[src/rtl/imld_pkg.sv]
// Shared definitions for the instruction-memory loader: FSM states, default
// load address and the byte-lane geometry of one 32-bit word.
package imld_pkg;

    typedef enum logic [1:0] {
        ST_IDLE = 2'd0,
        ST_LOAD = 2'd1,
        ST_FILL = 2'd2,
        ST_DONE = 2'd3
    } imld_state_e;

    localparam logic [31:0] IMLD_BASE_ADDR = 32'h0000_3000;
    localparam int unsigned IMLD_LANES     = 4;
    localparam int unsigned IMLD_LANE_W    = $clog2(IMLD_LANES);

    // Byte address of a word index; wraps modulo 2^32 by construction.
    function automatic logic [31:0] imld_word_addr(input logic [31:0] base,
                                                   input logic [31:0] idx);
        return base + (idx << 2);
    endfunction

endpackage

[src/rtl/imld_packer.sv]
// Big-endian byte-to-word packer: first byte lands in bits 31:24. A word is
// presented (combinationally) on the 4th byte or early on last, zero-padded.
module imld_packer
    import imld_pkg::*;
(
    input  logic        clk,
    input  logic        clr_n,
    input  logic        clear_i,
    input  logic        byte_valid_i,
    input  logic [7:0]  byte_i,
    input  logic        last_i,
    output logic        word_valid_o,
    output logic [31:0] word_o
);

    logic [IMLD_LANE_W-1:0] lane_q, lane_d;
    logic [31:0]            acc_q, acc_d;
    logic [4:0]             shift_amt;
    logic                   lane_last;

    always_comb begin
        shift_amt    = {IMLD_LANE_W'(IMLD_LANES - 1) - lane_q, 3'b000};
        lane_last    = (lane_q == IMLD_LANE_W'(IMLD_LANES - 1));
        word_o       = acc_q | (32'(byte_i) << shift_amt);
        word_valid_o = byte_valid_i & (lane_last | last_i);

        lane_d = lane_q;
        acc_d  = acc_q;
        if (clear_i) begin
            lane_d = '0;
            acc_d  = '0;
        end else if (byte_valid_i) begin
            if (word_valid_o) begin
                lane_d = '0;
                acc_d  = '0;
            end else begin
                lane_d = lane_q + 1'b1;
                acc_d  = word_o;
            end
        end
    end

    always_ff @(posedge clk or negedge clr_n) begin
        if (!clr_n) begin
            lane_q <= '0;
            acc_q  <= '0;
        end else begin
            lane_q <= lane_d;
            acc_q  <= acc_d;
        end
    end

endmodule

[src/rtl/imem_loader.sv]
// Streams a byte image into instruction memory, zero-fills the rest and holds
// the CPU meanwhile. Define IMLD_CHECKSUM_EN to get a running image checksum.
module imem_loader
    import imld_pkg::*;
#(
    parameter int unsigned DEPTH     = 1024,
    parameter logic [31:0] BASE_ADDR = IMLD_BASE_ADDR
) (
    input  logic        clk,
    input  logic        clr_n,
    input  logic        start,
    input  logic        in_valid,
    input  logic [7:0]  in_data,
    input  logic        in_last,
    output logic        in_ready,
    output logic        we,
    output logic [31:0] waddr,
    output logic [31:0] wdata,
    output logic        cpu_hold,
    output logic        done,
    output logic        ovf,
    output logic [31:0] checksum
);

    localparam int unsigned         IDX_W    = $clog2(DEPTH + 1);
    localparam logic [IDX_W-1:0]    IDX_LAST = IDX_W'(DEPTH - 1);
    localparam logic [IDX_W-1:0]    IDX_END  = IDX_W'(DEPTH);

    imld_state_e       state_q, state_d;
    logic [IDX_W-1:0]  idx_q, idx_d;
    logic              we_q, we_d;
    logic [31:0]       waddr_q, waddr_d;
    logic [31:0]       wdata_q, wdata_d;
    logic              ovf_q, ovf_d;

    logic              accept;
    logic              full;
    logic              pk_clear;
    logic              pk_valid;
    logic              pk_word_valid;
    logic [31:0]       pk_word;
    logic              img_write;

    imld_packer u_packer (
        .clk          (clk),
        .clr_n        (clr_n),
        .clear_i      (pk_clear),
        .byte_valid_i (pk_valid),
        .byte_i       (in_data),
        .last_i       (in_last),
        .word_valid_o (pk_word_valid),
        .word_o       (pk_word)
    );

    assign in_ready = (state_q == ST_LOAD);
    assign cpu_hold = (state_q == ST_LOAD) || (state_q == ST_FILL);
    assign done     = (state_q == ST_DONE);
    assign accept   = in_valid & in_ready;
    assign full     = (idx_q == IDX_END);

    always_comb begin
        state_d   = state_q;
        idx_d     = idx_q;
        we_d      = 1'b0;
        waddr_d   = waddr_q;
        wdata_d   = wdata_q;
        ovf_d     = ovf_q;
        pk_clear  = 1'b0;
        pk_valid  = 1'b0;
        img_write = 1'b0;

        unique case (state_q)
            ST_IDLE, ST_DONE: begin
                if (start) begin
                    state_d  = ST_LOAD;
                    idx_d    = '0;
                    ovf_d    = 1'b0;
                    pk_clear = 1'b1;
                end
            end
            ST_LOAD: begin
                // Once memory is full, bytes are still drained but dropped.
                pk_valid = accept & ~full;
                if (accept && full) begin
                    ovf_d = 1'b1;
                end
                if (pk_word_valid) begin
                    we_d      = 1'b1;
                    waddr_d   = imld_word_addr(BASE_ADDR, 32'(idx_q));
                    wdata_d   = pk_word;
                    idx_d     = idx_q + 1'b1;
                    img_write = 1'b1;
                end
                if (accept && in_last) begin
                    if (full || (pk_word_valid && (idx_q == IDX_LAST))) begin
                        state_d = ST_DONE;
                    end else begin
                        state_d = ST_FILL;
                    end
                end
            end
            ST_FILL: begin
                we_d    = 1'b1;
                waddr_d = imld_word_addr(BASE_ADDR, 32'(idx_q));
                wdata_d = 32'h0;
                idx_d   = idx_q + 1'b1;
                if (idx_q == IDX_LAST) begin
                    state_d = ST_DONE;
                end
            end
            default: state_d = ST_IDLE;
        endcase
    end

    always_ff @(posedge clk or negedge clr_n) begin
        if (!clr_n) begin
            state_q <= ST_IDLE;
            idx_q   <= '0;
            we_q    <= 1'b0;
            waddr_q <= BASE_ADDR;
            wdata_q <= 32'h0;
            ovf_q   <= 1'b0;
        end else begin
            state_q <= state_d;
            idx_q   <= idx_d;
            we_q    <= we_d;
            waddr_q <= waddr_d;
            wdata_q <= wdata_d;
            ovf_q   <= ovf_d;
        end
    end

    assign we    = we_q;
    assign waddr = waddr_q;
    assign wdata = wdata_q;
    assign ovf   = ovf_q;

`ifdef IMLD_CHECKSUM_EN
    logic [31:0] csum_q;

    // Updated in the same edge that raises we, so it tracks the written words.
    always_ff @(posedge clk or negedge clr_n) begin
        if (!clr_n) begin
            csum_q <= 32'h0;
        end else if (pk_clear) begin
            csum_q <= 32'h0;
        end else if (img_write) begin
            csum_q <= csum_q + pk_word;
        end
    end

    assign checksum = csum_q;
`else
    assign checksum = 32'h0;
`endif

endmodule

[config.mk]
export PLATFORM = sky130hd
export DESIGN_NAME = imem_loader
export DESIGN_NICKNAME = d
export VERILOG_FILES = /design/src/rtl/imld_pkg.sv /design/src/rtl/imld_packer.sv /design/src/rtl/imem_loader.sv
export SDC_FILE = /design/constraint.sdc
export NUM_CORES = 1
export LEC_CHECK = 0
export CAP_MARGIN = 20
export CORE_MARGIN = 2
export CORE_UTILIZATION = 45
export CTS_CLUSTER_DIAMETER = 100
export DETAILED_ROUTE_END_ITERATION = 6
export PLACE_DENSITY = 0.77
export SLEW_MARGIN = 20
export SYNTH_ARGS = -nofsm -noshare
export SYNTH_HDL_FRONTEND = slang
export SYNTH_SLANG_ARGS = --single-unit
[constraint.sdc]
create_clock -name clk -period 2.3 [get_ports clk]
set_input_delay 0.46 -clock clk [delete_from_list [all_inputs] [get_ports clk]]
set_output_delay 0.46 -clock clk [all_outputs]
set_load 0.02 [all_outputs]
==> summary.txt <==
Outcome
  • Status: finished clean

Critical path
  • Crit path launch type: flip-flop
  • Worst EP required: roughly 2600 ps
  • Crit path arrival time: 2460 ps
  • Crit end category: flip-flop
  • Critical Path Slowest Stage Cell: or4_4
  • Critical path's largest stage delay: between 500 and 600 ps
  • Setup CP Type: reg2reg
  • Worst-path fanout max: 24
  • Crit path cell chain: or4_4 > o31ai_4 > a21boi_4 > buf_12 > mux2_2

Floorplanning
  • Ports: roughly 110
  • Core Box Area: approximately 0.010 sq mm
  • Starting Density: 0.461
  • Die width: between 100 and 150 um
  • Die area: 0.0113 sq mm
  • Rows: 37
  • Chip Height: approximately 110 um

Logic synthesis
  • Post-synthesis simple-gate area fraction: 0.105
  • Yosys warning count: 0
  • Mux contribution to synthesized area: 0.0369
  • Seq/Total Area, Yosys: 0.494
  • Mapped Area: 0.00472 sq mm
  • Main combinational cell family by area after synthesis: compound AO/OA/AOI/OAI gates
  • Number of flops mapped to enable cells by yosys: 0
  • Top FF cell, synth: dfrtp_1
  • #FFs+latches synth: 93
  • Adder-Cell Fraction of Synth Area: 0.0159
  • Netlist cell types: 54
  • Post-Syn Instances: between 400 and 500
  • XOR/XNOR share of the synthesized area: 0.00186
  • Asr flop ratio synth: 1.00
  • Syn_area_per_cell: about 11 sq um
  • Post-synthesis compound-gate area fraction: 0.224

Power and ir drop
  • Pwr dens: around 1100 mW/mm^2
  • Leak pwr: about 0.0026 uW
  • Worst vdd ir: between 0.5 and 0.6 mV

Placement
  • # port buffers: 62
  • Dpl ws: -60.4 ps
  • RD Place Congestion: ~0.85
  • HPWL Detailed: around 7300 um

STA
  • Final setup vio count: 0
  • Unrepaired setup endpoints after global routing: false
  • Max Fclk: 454 MHz
  • Hold_ws: between 400 and 500 ps
  • Final period utilization: 0.958
  • Slew HR: 0.578
  • Final Slew Violations: 0
  • Worst Clk Skew: 9.74 ps
  • Final hold viol count: 0
  • Worst slew pin tran: approximately 630 ps
  • Tmin final: roughly 2200 ps
  • PnR worst setup slack: around 97 ps

Layout
  • Area growth syn-to-layout: 19.8%
  • Diode count: 0
  • Net count reported at finish: between 500 and 600
  • Sequential standard cell area: between 0.002 and 0.0025 sq mm
  • Multi-input gate area: between 0.002 and 0.0025 sq mm
  • Share of cells above drive strength 1: 0.136
  • Fill cell count: roughly 880

Drt
  • Final wirelength: between 10000 and 15000 um
  • Remaining antenna violation count after routing: 0
  • Detailed Route Iter0 Violations: about 240
  • Via count: around 3500
  • Routed wire per std cell: roughly 16 um
  • DR pass1 iterations: 4
  • Via density: roughly 5.5
  • Drt drc: 0

Clock network
  • # clock sinks: 93
  • H-tree depth: 3
  • Clock transition at path regs: around 100 ps
  • Clk_lat worst skew: approximately 370 ps
  • Clock Tree Root: clkbuf_8
  • CTS buffer count: 9
  • Setup Buffers After CTS: 0
  • Max Buffers Root-to-Sink: 2
  • CTS tree: built

Global routing
  • First-pass GRT wire length: around 17000 um
  • GRT overflow: 0
  • Number of global-route vias before repair: ~3400
  • Total track usage: 0.191
  • Initial antenna violation count: 0
  • Largest net degree at the start of global routing: 53

Worst hold path
  • Hold Crit Class: in2async

Job
  • Total of max-cap violations: 0
[kinds of logic after synthesis]
kind of cell,Yosys count
multiplexers,16
buffers and inverters,89
AO/OA/AOI/OAI,135
AND/OR/NAND/NOR,92
XOR/XNOR,1
other,1
flip-flops,93
adder cells (fa/ha/maj),6
[flip-flops by register name, summed over array words and instances (netlist names)]
name             cells
u_packer.lane_q      2
wdata               32
ovf                  1
waddr               12
state_q              2
we                   1
idx_q               11
u_packer.acc_q      32
[layout by cell type (no fill, tap or decap), types with 5 or more instances in the layout]
master           instances
nand2_1                 19
nor2_1                  18
inv_1                    9
o2bb2ai_1               22
dfrtp_1                 92
mux2i_1                  5
mux2_2                   7
o31ai_1                  7
o21ai_0                 10
o2bb2ai_2               10
clkdlybuf4s50_1         59
buf_4                   22
conb_1                  51
a32o_1                  15
nand4_1                 11
and3_1                   9
a21oi_1                 46
nand3_1                 12
ha_1                     5
clkbuf_8                 9
[cells in the mapped netlist, drive strengths merged (2+ instances only)]
master / instances / area, sq um
o21bai: 3 / 22.5
a311oi: 2 / 17.5
nand4: 11 / 68.8
nor2: 18 / 67.6
inv: 9 / 33.8
nor3: 3 / 15.0
clkbuf: 11 / 41.3
a31oi: 4 / 25.0
mux2i: 5 / 50.1
a21boi: 4 / 41.3
and3: 9 / 56.3
nor4: 2 / 18.8
ha: 6 / 75.1
o2bb2ai: 32 / 343
a32o: 15 / 150
dfrtp: 92 / 2300
buf: 69 / 499
and2: 3 / 18.8
o21ai: 10 / 50.1
o31ai: 8 / 73.8
nor2b: 2 / 12.5
or4: 3 / 26.3
nand3: 12 / 60.1
nand2: 19 / 71.3
a2111o: 2 / 22.5
a21oi: 46 / 230
and4: 2 / 17.5
nand2b: 4 / 25.0
mux2: 11 / 124
o41ai: 3 / 26.3
[layout make-up]
class                      instances  share of cell area
clock buffer                       9              0.0219
inverter                           9             0.00598
multi-input combinational        301               0.355
timing repair buffer              89               0.156
tap                              136              0.0301
clock inverter                     7              0.0188
sequential                        93               0.412
[stage by stage]
stage	utilization	cell area [sq um]	std cells	TNS (ps)	power [uW]
5_1_grt	0.552	5650	644	0	6330
3_3_place_gp	0.528	5400	627	0	4640
3_5_place_dp	0.528	5400	627	-1480	4730
4_1_cts	0.551	5640	644	0	5980
2_1_floorplan	-	4910	483	0	3910
6_report	0.552	5650	644	0	5960
[report_power, final]
group / total, uW / switching, uW / internal [uW]
clock network: 1260 / 632 / 631
logic: 2580 / 1540 / 1050
registers: 2120 / 190 / 1930
[per-layer routing]
metal	global-route usage	routed length (um)	part of all wire	vias up
met2	0.288	4830	0.46	139
li1	-	-	-	1638
met1	0.270	4750	0.45	1763
met5	0	0	0	-
met4	0.0724	143	0.014	0
met3	0.0435	719	0.069	9
[final timing paths]
path | start | to | slack [ps] | cells after the start
hold / removal | clr_n | waddr[4] | 430 | 2
min in group clk | waddr[13] | waddr[13] | 490 | 2
setup reg to reg | idx_q[4] | waddr[3] | 100 | 5
max in group asynchronous | clr_n | u_packer.acc_q[14] | 1230 | 3
setup / recovery | idx_q[4] | waddr[3] | 100 | 5
hold reg to reg | waddr[13] | waddr[13] | 490 | 2
[critical path: cells and delay by family (launching register included)]
family | cells | cell delay [ps]
simple gates | 1 | 580
flops | 1 | 390
buf+inv | 1 | 210
compound gates | 2 | 540
mux | 1 | 360
[repair_timing]
item | CTS | global route
hold buffers | 1 | 0
setup endpoints to repair | 1 | 40
endpoints found under the hold margin | 4 | 0
gates resized for setup | 1 | 4
(Power assumes the default switching activity.)
